### src/rtl/mem_if_pkg.sv
// Shared definitions for the DRAM memory-request initiator: operation codes,
// endpoint IDs, issue FSM states and the cache-line offset helper.
package mem_if_pkg;

    typedef enum logic [2:0] {
        OP_NOP = 3'b000,
        OP_RD  = 3'b001,
        OP_WR  = 3'b010,
        OP_WB  = 3'b011
    } mem_op_e;

    typedef enum logic {
        ISS_IDLE = 1'b0,
        ISS_HOLD = 1'b1
    } issue_state_e;

    localparam logic [1:0] SRC_ID_DEF = 2'd1;
    localparam logic [1:0] MEM_ID_DEF = 2'd3;

    // Number of byte-offset bits inside one cache line
    function automatic int line_off(input int cl_size);
        return $clog2(cl_size / 8);
    endfunction

endpackage

### src/rtl/mem_mshr_table.sv
// Outstanding-read table: one entry per in-flight read, holding the line
// address and whether it was an instruction fetch. Every lookup works on
// registered state only, so a retire and an allocate in the same cycle never
// interfere (the allocated entry is always a currently free one).
module mem_mshr_table
    import mem_if_pkg::*;
#(
    parameter int DEPTH = 4,
    parameter int LW    = 28,
    parameter int IW    = 2,
    parameter int CW    = 3
) (
    input  logic          clk,
    input  logic          rst_n,
    input  logic          alloc_en,
    input  logic [LW-1:0] alloc_line,
    input  logic          alloc_instr,
    input  logic          retire_en,
    input  logic [IW-1:0] retire_idx,
    input  logic [LW-1:0] iss_line,
    output logic          iss_hit,
    input  logic [LW-1:0] rsp_line,
    output logic          rsp_hit,
    output logic [IW-1:0] rsp_idx,
    output logic          free,
    output logic [IW-1:0] free_idx,
    input  logic [IW-1:0] rd_idx,
    output logic          rd_instr,
    output logic [CW-1:0] count
);

    logic [DEPTH-1:0] valid_r;
    logic [LW-1:0]    line_r [DEPTH];
    logic [DEPTH-1:0] instr_r;
    logic [CW-1:0]    count_r;
    logic [DEPTH-1:0] valid_nx_s;
    logic [CW-1:0]    count_nx_s;

    // Lowest-free priority encoder plus the two line CAMs (issue and response)
    always_comb begin
        free     = 1'b0;
        free_idx = {IW{1'b0}};
        iss_hit  = 1'b0;
        rsp_hit  = 1'b0;
        rsp_idx  = {IW{1'b0}};
        for (int i = DEPTH - 1; i >= 0; i--) begin
            free     = free | !valid_r[i];
            free_idx = (!valid_r[i]) ? IW'(i) : free_idx;
            iss_hit  = iss_hit | (valid_r[i] && (line_r[i] == iss_line));
            rsp_idx  = (valid_r[i] && (line_r[i] == rsp_line)) ? IW'(i) : rsp_idx;
            rsp_hit  = rsp_hit | (valid_r[i] && (line_r[i] == rsp_line));
        end
    end

    // Next valid vector and its popcount, so the count register tracks valid bits exactly
    always_comb begin
        valid_nx_s = valid_r;
        count_nx_s = {CW{1'b0}};
        for (int i = 0; i < DEPTH; i++) begin
            valid_nx_s[i] = (valid_r[i] && !(retire_en && (retire_idx == IW'(i))))
                          || (alloc_en && (free_idx == IW'(i)));
            count_nx_s    = count_nx_s + CW'(valid_nx_s[i]);
        end
    end

    // Entry storage: allocate into the lowest free slot, retire by index
    always_ff @(posedge clk or negedge rst_n) begin
        if (!rst_n) begin
            valid_r <= {DEPTH{1'b0}};
            instr_r <= {DEPTH{1'b0}};
            count_r <= {CW{1'b0}};
            for (int i = 0; i < DEPTH; i++) begin
                line_r[i] <= {LW{1'b0}};
            end
        end else begin
            valid_r <= valid_nx_s;
            count_r <= count_nx_s;
            if (alloc_en) begin
                line_r[free_idx]  <= alloc_line;
                instr_r[free_idx] <= alloc_instr;
            end
        end
    end

    assign rd_instr = instr_r[rd_idx];
    assign count    = count_r;

endmodule

### src/rtl/mem_req_initiator.sv
// Cache-side initiator for one parity side of the DRAM subsystem. Pushes L2
// requests into the memory data or instruction queue, tracks outstanding reads
// in the MSHR table and returns matched read responses to the cache as fills.
module mem_req_initiator
    import mem_if_pkg::*;
#(
    parameter int         CL_SIZE    = 128,
    parameter int         MSHR_DEPTH = 4,
    parameter logic [1:0] SRC_ID     = SRC_ID_DEF,
    parameter logic [1:0] MEM_ID     = MEM_ID_DEF
) (
    input  logic                            clk,
    input  logic                            rst_n,
    input  logic                            req_valid,
    output logic                            req_ready,
    input  logic [31:0]                     req_addr,
    input  logic [2:0]                      req_op,
    input  logic                            req_is_instr,
    input  logic                            req_is_flush,
    input  logic [CL_SIZE-1:0]              req_data,
    output logic [31:0]                     addr_out_mem_data_q,
    output logic [CL_SIZE-1:0]              data_out_mem_data_q,
    output logic [2:0]                      operation_out_mem_data_q,
    output logic                            is_flush_out_mem_data_q,
    output logic [1:0]                      src_out_mem_data_q,
    output logic [1:0]                      dest_out_mem_data_q,
    output logic                            alloc_out_mem_data_q,
    input  logic                            full_in_mem_data_q,
    output logic [31:0]                     addr_out_mem_instr_q,
    output logic [2:0]                      operation_out_mem_instr_q,
    output logic                            is_flush_out_mem_instr_q,
    output logic [1:0]                      src_out_mem_instr_q,
    output logic [1:0]                      dest_out_mem_instr_q,
    output logic                            alloc_out_mem_instr_q,
    input  logic                            full_in_mem_instr_q,
    input  logic [31:0]                     addr_in_resp,
    input  logic [CL_SIZE-1:0]              data_in_resp,
    input  logic [2:0]                      operation_in_resp,
    input  logic                            is_flush_in_resp,
    input  logic [1:0]                      src_in_resp,
    input  logic [1:0]                      dest_in_resp,
    input  logic                            alloc_in_resp,
    output logic                            full_out_resp,
    output logic                            fill_valid,
    input  logic                            fill_ready,
    output logic [31:0]                     fill_addr,
    output logic [CL_SIZE-1:0]              fill_data,
    output logic                            fill_is_instr,
    output logic [$clog2(MSHR_DEPTH+1)-1:0] outstanding,
    output logic                            err_unmatched
);

    localparam int OFF = line_off(CL_SIZE);
    localparam int LW  = 32 - OFF;
    localparam int IW  = (MSHR_DEPTH > 1) ? $clog2(MSHR_DEPTH) : 1;
    localparam int CW  = $clog2(MSHR_DEPTH + 1);

    issue_state_e       state_r, state_nx_s;
    logic [31:0]        issue_addr_r;
    logic [CL_SIZE-1:0] issue_data_r;
    logic [2:0]         issue_op_r;
    logic               issue_flush_r;
    logic               issue_instr_r;
    logic               ready_en_r;
    logic               resp_v_r;
    logic [LW-1:0]      resp_line_r;
    logic [CL_SIZE-1:0] resp_data_r;
    logic [IW-1:0]      resp_idx_r;
    logic               err_r;

    logic          issue_v_s, rd_req_s, accept_s, push_s;
    logic          resp_take_s, fill_fire_s;
    logic          iss_hit_s, rsp_hit_s, mshr_free_s, rd_instr_s;
    logic [IW-1:0] rsp_idx_s, free_idx_s;
    logic [CW-1:0] count_s;
    logic          unused_resp_s;

    assign issue_v_s   = (state_r == ISS_HOLD);
    assign rd_req_s    = (req_op == OP_RD);
    // ready_en_r keeps req_ready low while reset is asserted regardless of req_op
    assign req_ready   = ready_en_r && !issue_v_s && (!rd_req_s || (mshr_free_s && !iss_hit_s));
    assign accept_s    = req_valid && req_ready;
    assign alloc_out_mem_data_q  = issue_v_s && !issue_instr_r && !full_in_mem_data_q;
    assign alloc_out_mem_instr_q = issue_v_s &&  issue_instr_r && !full_in_mem_instr_q;
    assign push_s      = alloc_out_mem_data_q || alloc_out_mem_instr_q;
    assign resp_take_s = alloc_in_resp && !resp_v_r && (dest_in_resp == SRC_ID);
    assign fill_fire_s = resp_v_r && fill_ready;
    assign unused_resp_s = ^{operation_in_resp, is_flush_in_resp, src_in_resp, addr_in_resp[OFF-1:0]};

    mem_mshr_table #(
        .DEPTH (MSHR_DEPTH),
        .LW    (LW),
        .IW    (IW),
        .CW    (CW)
    ) u_mshr (
        .clk         (clk),
        .rst_n       (rst_n),
        .alloc_en    (accept_s && rd_req_s),
        .alloc_line  (req_addr[31:OFF]),
        .alloc_instr (req_is_instr),
        .retire_en   (fill_fire_s),
        .retire_idx  (resp_idx_r),
        .iss_line    (req_addr[31:OFF]),
        .iss_hit     (iss_hit_s),
        .rsp_line    (addr_in_resp[31:OFF]),
        .rsp_hit     (rsp_hit_s),
        .rsp_idx     (rsp_idx_s),
        .free        (mshr_free_s),
        .free_idx    (free_idx_s),
        .rd_idx      (resp_idx_r),
        .rd_instr    (rd_instr_s),
        .count       (count_s)
    );

    // Issue FSM next state: hold until the selected queue takes the push
    always_comb begin
        state_nx_s = state_r;
        case (state_r)
            ISS_IDLE: begin
                if (accept_s) state_nx_s = ISS_HOLD;
                else          state_nx_s = ISS_IDLE;
            end
            ISS_HOLD: begin
                if (push_s && !accept_s) state_nx_s = ISS_IDLE;
                else                     state_nx_s = ISS_HOLD;
            end
            default: state_nx_s = ISS_IDLE;
        endcase
    end

    // Issue state and payload register; payload only changes on accept
    always_ff @(posedge clk or negedge rst_n) begin
        if (!rst_n) begin
            state_r       <= ISS_IDLE;
            issue_addr_r  <= 32'd0;
            issue_data_r  <= {CL_SIZE{1'b0}};
            issue_op_r    <= 3'b000;
            issue_flush_r <= 1'b0;
            issue_instr_r <= 1'b0;
            ready_en_r    <= 1'b0;
        end else begin
            state_r    <= state_nx_s;
            ready_en_r <= 1'b1;
            if (accept_s) begin
                issue_addr_r  <= req_addr;
                issue_data_r  <= req_data;
                issue_op_r    <= req_op;
                issue_flush_r <= req_is_flush;
                issue_instr_r <= req_is_instr;
            end
        end
    end

    // Response buffer: one matched read held until the cache takes the fill
    always_ff @(posedge clk or negedge rst_n) begin
        if (!rst_n) begin
            resp_v_r    <= 1'b0;
            resp_line_r <= {LW{1'b0}};
            resp_data_r <= {CL_SIZE{1'b0}};
            resp_idx_r  <= {IW{1'b0}};
            err_r       <= 1'b0;
        end else begin
            if (fill_fire_s) begin
                resp_v_r <= 1'b0;
            end else if (resp_take_s && rsp_hit_s) begin
                resp_v_r    <= 1'b1;
                resp_line_r <= addr_in_resp[31:OFF];
                resp_data_r <= data_in_resp;
                resp_idx_r  <= rsp_idx_s;
            end
            if (resp_take_s && !rsp_hit_s) begin
                err_r <= 1'b1;
            end
        end
    end

    assign addr_out_mem_data_q       = issue_addr_r;
    assign data_out_mem_data_q       = issue_data_r;
    assign operation_out_mem_data_q  = issue_op_r;
    assign is_flush_out_mem_data_q   = issue_flush_r;
    assign src_out_mem_data_q        = issue_v_s ? SRC_ID : 2'b00;
    assign dest_out_mem_data_q       = issue_v_s ? MEM_ID : 2'b00;
    assign addr_out_mem_instr_q      = issue_addr_r;
    assign operation_out_mem_instr_q = issue_op_r;
    assign is_flush_out_mem_instr_q  = issue_flush_r;
    assign src_out_mem_instr_q       = issue_v_s ? SRC_ID : 2'b00;
    assign dest_out_mem_instr_q      = issue_v_s ? MEM_ID : 2'b00;

    assign full_out_resp = resp_v_r;
    assign fill_valid    = resp_v_r;
    assign fill_addr     = {resp_line_r, {OFF{1'b0}}};
    assign fill_data     = resp_data_r;
    assign fill_is_instr = resp_v_r && rd_instr_s;
    assign outstanding   = count_s;
    assign err_unmatched = err_r;

endmodule
### config.mk
export PLATFORM = sky130hd
export DESIGN_NAME = mem_req_initiator
export DESIGN_NICKNAME = d
export VERILOG_FILES = /design/src/rtl/mem_if_pkg.sv /design/src/rtl/mem_mshr_table.sv /design/src/rtl/mem_req_initiator.sv
export SDC_FILE = /design/constraint.sdc
export NUM_CORES = 1
export LEC_CHECK = 0
export CAP_MARGIN = 25
export CORE_AREA = 2 2 283 285
export CTS_CLUSTER_SIZE = 30
export DETAILED_ROUTE_END_ITERATION = 7
export DIE_AREA = 0 0 285 287
export GPL_TIMING_DRIVEN = 0
export SLEW_MARGIN = 20
export SYNTH_ARGS = -nofsm -noshare
export SYNTH_HDL_FRONTEND = slang
export SYNTH_SLANG_ARGS = --single-unit
export TNS_END_PERCENT = 100
### constraint.sdc
create_clock -name clk -period 3.1 [get_ports clk]
set_input_delay 0.31 -clock clk [delete_from_list [all_inputs] [get_ports clk]]
set_output_delay 0.31 -clock clk [all_outputs]
set_load 0.005 [all_outputs]
# After elaboration in Yosys (flattened, before gate mapping)
# Index checks and enable logic that the tools add are counted.
# op_classes
addsub	3
n_lt_le_gt_ge	5
n_eq_ne	16
muxes	23
n_bitwise	12
reduce_logical	65
# op_table
cell	n
28-bit == test	8
112-bit bitwise mux	1
28-bit demux with 2-bit select	1
1-bit logical AND	38
28-bit two-way mux	1
2-bit two-way mux	9
1-bit zero test	17
1-bit OR	9
2-bit == test, second input constant	4
1-bit two-way mux	7
3-bit by 1-bit adder with 3-bit output	2
2-bit by 1-bit == test with 1-bit output, second input constant	3
1-bit logical OR	6
2-bit by 3-bit < comparator with 1-bit output, second input constant	2
4-bit bitwise mux	1
2-bit zero test	2
3-bit by 1-bit == test with 1-bit output, second input constant	1
3-bit greater-or-equal comparator, second input constant	1
3-bit by 1-bit < comparator with 1-bit output, second input constant	1
2-bit NOT with 3-bit output	1
1-bit by 1-bit adder with 2-bit output	1
1-bit binary-select mux with 2-bit select	1
1-bit demux with 2-bit select	1
2-bit by 1-bit greater-or-equal comparator with 1-bit output, second input constant	1
4 further kinds	5
# totals
ff_bits	450
in_bits	340
out_inout_bits	378
word_cells	143

# Longest topological paths before layout
# logic_depth
word_depth	16
mapped_depth	14
depth_no_buf	12

# Cells and area by module
# From an unflattened synthesis, not the netlist that was laid out.
# hier_totals
cells_unflattened	1375
hier_area_um2	20020.5
# modules_own_cells
module	instances	cells_per_inst	area_each_um2	seq_area_each_um2
mem_req_initiator	1	761	12592.1	8182.8
mem_mshr_table	1	614	7428.4	3078.0

# Least setup slack after synthesis
# OpenSTA, ideal clock, no wires.
# synth_path
path_kind	input-to-reg
from	in req_addr[5]
to	reg u_mshr.count_r[1] (netlist: u_mshr.count[1])
setup_ns	0.126
arrival_time_ns	2.676
required_time_ns	2.974
slack_ns	0.298
cell_stages	14
n_path_buf	2
path_cell_list	buf_4 > xnor2_1 > nand4_1 > nor4_1 > a22oi_2 > nand3_2 > or4_1 > buf_2 > nand2_1 > ha_1 > inv_1 > fa_1 > inv_1 > ha_1
# synth_between
elab_chain_cells	16
word_cells_on_any_way	28
classes_between	3 x add/sub; 4 x eq/ne; 3 x bitwise; 18 x reduce/logical
# synth_rtl
element	line	source
from (decl)	mem_req_initiator.sv:16	input logic [31:0] req_addr,
28-bit == test	mem_mshr_table.sv:49	iss_hit = iss_hit | (valid_r[i] && (line_r[i] == iss_line));
1-bit logical AND	mem_mshr_table.sv:49	
1-bit OR (2 in series)	mem_mshr_table.sv:49	
1-bit OR (*)	mem_mshr_table.sv:49	
1-bit zero test (*)	mem_req_initiator.sv:81	assign req_ready = ready_en_r && !issue_v_s && (!rd_req_s || (mshr_free_s && !iss_hit_s));
1-bit logical AND (*)	mem_req_initiator.sv:81	
1-bit logical OR (*)	mem_req_initiator.sv:81	
1-bit logical AND (*)	mem_req_initiator.sv:81	
1-bit logical AND (*)	mem_req_initiator.sv:82	assign accept_s = req_valid && req_ready;
1-bit logical AND (*)	mem_req_initiator.sv:98	.alloc_en (accept_s && rd_req_s),
1-bit logical AND (*)	mem_mshr_table.sv:61	|| (alloc_en && (free_idx == IW'(i)));
1-bit logical OR (*)	mem_mshr_table.sv:61	
net u_mshr.valid_nx_s[1]	mem_mshr_table.sv:36	logic [DEPTH-1:0] valid_nx_s;
1-bit by 1-bit adder with 2-bit output (*)	mem_mshr_table.sv:62	count_nx_s = count_nx_s + CW'(valid_nx_s[i]);
3-bit by 1-bit adder with 3-bit output (*) (2 in series)	mem_mshr_table.sv:62	
net u_mshr.count_nx_s[1]	mem_mshr_table.sv:37	logic [CW-1:0] count_nx_s;
to (signal assigned)	mem_mshr_table.sv:71	count_r <= {CW{1'b0}};
to (signal assigned)	mem_mshr_table.sv:77	count_r <= count_nx_s;
to (decl)	mem_mshr_table.sv:35	logic [CW-1:0] count_r;
# The timed path passes the listed nets; every way through them passes the cells marked *.
# A chain may end at the register's enable or synchronous reset.

# Final worst setup path
# layout_path
from	reg u_mshr.line_r[68] (netlist name)
to	reg resp_line_r[2]
# layout_between
elab_chain_cells	6
# layout_rtl
element	line	source
from (decl)	mem_mshr_table.sv:33	logic [LW-1:0] line_r [DEPTH];
from (signal, indexed assignment)	mem_mshr_table.sv:73	line_r[i] <= {LW{1'b0}};
from (signal, indexed assignment)	mem_mshr_table.sv:79	line_r[free_idx] <= alloc_line;
28-bit == test	mem_mshr_table.sv:51	rsp_hit = rsp_hit | (valid_r[i] && (line_r[i] == rsp_line));
1-bit logical AND	mem_mshr_table.sv:51	
1-bit OR (2 in series)	mem_mshr_table.sv:51	
1-bit logical AND	mem_req_initiator.sv:165	end else if (resp_take_s && rsp_hit_s) begin
2-bit AND reduction (no source line)	--	
to (signal assigned)	mem_req_initiator.sv:158	resp_line_r <= {LW{1'b0}};
to (signal assigned)	mem_req_initiator.sv:167	resp_line_r <= addr_in_resp[31:OFF];
to (decl)	mem_req_initiator.sv:66	logic [LW-1:0] resp_line_r;
# No other way between the ends.

==> flow_summary.ini <==
[run_status]
status = finished clean

[layout]
nFillCells = 7502
instances_no_fill = 3242
fin_util_pct = 39.2
drive_gt1_share_pct = 29.5
synthToLayoutAreaGrowth_pct = 49.4
regArea_mm2 = 0.0113
multi_input_area_mm2 = 0.00854
final_nets = 2486

[timing]
finalHoldViolCount = 0
whs_ps = 33.3
fin_skew_ps = 26.2
rsz0062_at_grt = yes
min_period_ps = 3060
final-setup-viol-count = 0
fin_crit_sh_pct = 98.8
slew_headroom_pct = 49.8
final-max-slew-violation-count = 0
fmax_ghz = 0.326
max_slew.worst_pin.slew_ps = 754

[floorplan]
core_area_mm2 = 0.0786
start_util_pct = 26.2
die_h_um = 287
num_rows = 103
ios = 718
die_x_um = 285
dieArea_mm2 = 0.0818

[grt]
grt_pass1_wl_um = 112000
grt_pass1_vias = 15700
grt_max_degree = 99
grt-ovfl-total = 0
grtUsageTotal_pct = 18.7
antenna_found_initial = 17

[critical_path]
cp-startpoint = u_mshr.line_r[68]$_DFFE_PN0P_
max_stage_delay_ps = 410
critPathSlowestCell = dfrtp_1
crit_chain = xnor2_1 -> nand4_1 -> nor4_2 -> nand4_1 -> a21oi_1 -> nor2_1 -> buf_6 -> buf_6 -> mux2_1
crit_arrival_ps = 3540
r2r-start = u_mshr.line_r[68]$_DFFE_PN0P_
critPathKind = flip-flop to flip-flop
cp.required_ps = 3580
cp-start-kind = flip-flop
path_max_fanout = 10
end_kind = flip-flop

[min_path]
hold_class = primary input to flip-flop
holdCritStartpoint = req_addr[16]

[clock_tree]
clk_pin_slew_ps = 60
cts_htree_levels = 2
root_buffer = clkbuf_16
clk_latency_ps = 620
cts_tree = built
cts_sinks = 450
cts_buffers = 54
cts_max_path_buffers = 3

[logic_synthesis]
syn-mean-instance-area_um2 = 14.5
synth-edff-count = 0
synth_cells = 1421
yosys_warnings = 0
syn_area_mm2 = 0.0206
ys_seq_area_share_pct = 54.6
synth_cell_type_count = 38
synth_ff_type = dfrtp_1
ys_seq_elements = 450
ys_async_sr_fraction_pct = 100

[route]
avgViaCountPerCell = 4.40
drc_errors = 0
drt_iter0_drc = 710
first_pass_iters = 5
post_drt_wl_per_cell_um = 24.2
ant_nets = 0
vias = 14300
drt-total-wl_um = 78400

[placement]
placedCellCount = 3126
routabilityCongestion = 0.922
hpwlAfterDp_um = 61900
port_buffers = 645

[job]
cap_violations = 0

[power_and_ir_drop]
powerDensity_mw_per_mm2 = 721
leakage_uw = 0.0136
peakVddDrop_mv = 0.508
==> flip-flops by register name (all words and copies together) (netlist names) <==
name / count
ready_en_r: 1
u_mshr.count: 3
u_mshr.line_r: 112
resp_line_r: 28
issue_instr_r: 1
err_unmatched: 1
u_mshr.instr_r: 4
issue_v_s: 1
is_flush_out_mem_data_q: 1
operation_out_mem_data_q: 3
fill_data: 128
addr_out_mem_data_q: 32
fill_valid: 1
data_out_mem_data_q: 128
resp_idx_r: 2
u_mshr.valid_r: 4
==> layer usage <==
metal	vias to the layer above	track usage (%)	part of all wire, %
met5	-	0	0.065
met4	8	5.55	3.0
met3	125	4.90	6.5
met2	482	33.9	52
met1	7340	21.6	39
li1	6296	-	-
==> kinds of logic after synthesis <==
| family | after synthesis | synth area share, % |
|---|---|---|
| AO/OA/AOI/OAI | 23 | 0.722 |
| flip-flops | 450 | 54.6 |
| adder cells (fa/ha/maj) | 3 | 0.218 |
| AND/OR/NAND/NOR | 123 | 3.46 |
| multiplexers | 435 | 26.1 |
| buffers and inverters | 164 | 5.45 |
| other | 2 | 0.0364 |
| XOR/XNOR | 221 | 9.38 |
==> power breakdown <==
| group | switching (uW) | internal, uW | leakage [uW] | total [uW] |
|---|---|---|---|---|
| Sequential | 1200 | 7310 | 0.00585 | 8510 |
| Clock | 2650 | 3900 | 0.000903 | 6550 |
| Combinational | 2500 | 4640 | 0.00689 | 7150 |
==> through the flow <==
stage / total power (uW) / TNS [ps] / setup WS, ps / area, um2
floorplan: 11000 / 0 / 298 / 20600
global placement: 15600 / -8549770 / -18920 / 28400
global route: 23300 / -31.4 / -31.4 / 30800
CTS: 22500 / 0 / 1.19 / 30700
finish: 22200 / 0 / 36.2 / 30800
detailed placement: 15600 / -62850 / -735 / 28600
==> synth_stat cells (all sizes together) (3+ instances only) <==
| library cell | instances | share of area (%) |
|---|---|---|
| dfrtp | 450 | 55 |
| mux2 | 434 | 26 |
| xnor2 | 177 | 7.5 |
| buf | 126 | 4.8 |
| nand4 | 46 | 1.4 |
| xor2 | 44 | 1.9 |
| clkbuf | 27 | 0.49 |
| nor4 | 25 | 0.82 |
| nand2 | 16 | 0.29 |
| inv | 11 | 0.20 |
| nand3 | 11 | 0.29 |
| a21oi | 9 | 0.22 |
| nor2 | 9 | 0.16 |
| o21ai | 7 | 0.17 |
| and2 | 3 | 0.091 |
| nand2b | 3 | 0.091 |
| nor2b | 3 | 0.091 |
==> repair_timing <==
item / in CTS / in global routing
cloned: 0 / 0
gates resized for setup: 42 / 15
pin swaps: 19 / 12
setup endpoints to repair: 152 / 145
hold buffers: 3 / 0
hold endpoints to repair: 193 / 0
buffers inserted: 7 / 2
==> worst max-delay path: cells and delay by family (launching register included) <==
| kind | cells | cell delay (ps) |
|---|---|---|
| buf+inv | 2 | 420 |
| flops | 1 | 410 |
| mux | 1 | 320 |
| xor+xnor | 1 | 380 |
| simple gates | 4 | 1110 |
| compound gates | 1 | 270 |
==> final cells by class <==
cell class                 instances  area share, %
timing repair buffer             662           21.8
sequential                       450           36.6
tap                             1050           4.26
multi-input combinational        812           27.7
inverter                          11          0.134
clock buffer                      80           5.19
buffer                           152           3.57
clock inverter                    19          0.727
antenna                            6         0.0487
==> path summary, 6_finish.rpt <==
kind	endpoint	slack [ps]	depth (start not counted)
worst max-delay path	resp_line_r[2]$_DFFE_PN0P_	40	9
worst min-delay path	u_mshr.line_r[68]$_DFFE_PN0P_	30	2
worst max register to register	resp_line_r[2]$_DFFE_PN0P_	40	9
worst min register to register	err_unmatched$_DFFE_PN0P_	470	1
max in group asynchronous	fill_data[58]$_DFFE_PN0P_	1760	4
min in group asynchronous	addr_out_mem_data_q[26]$_DFFE_PN0P_	110	2
==> placed cells by master (no fill, tap or decap), drive strengths merged, types with 10 or more instances in the layout <==
cell type,netlist,layout
nand4,46,46
xor2,44,44
clkdlybuf4s50,0,643
nand3,11,11
inv,11,15
buf,126,139
clkinv,0,10
nor4,25,25
clkbuf,27,108
xnor2,177,177
mux2,434,434
dfrtp,450,450
nand2,16,16
Power figures use the tool's default switching activity.
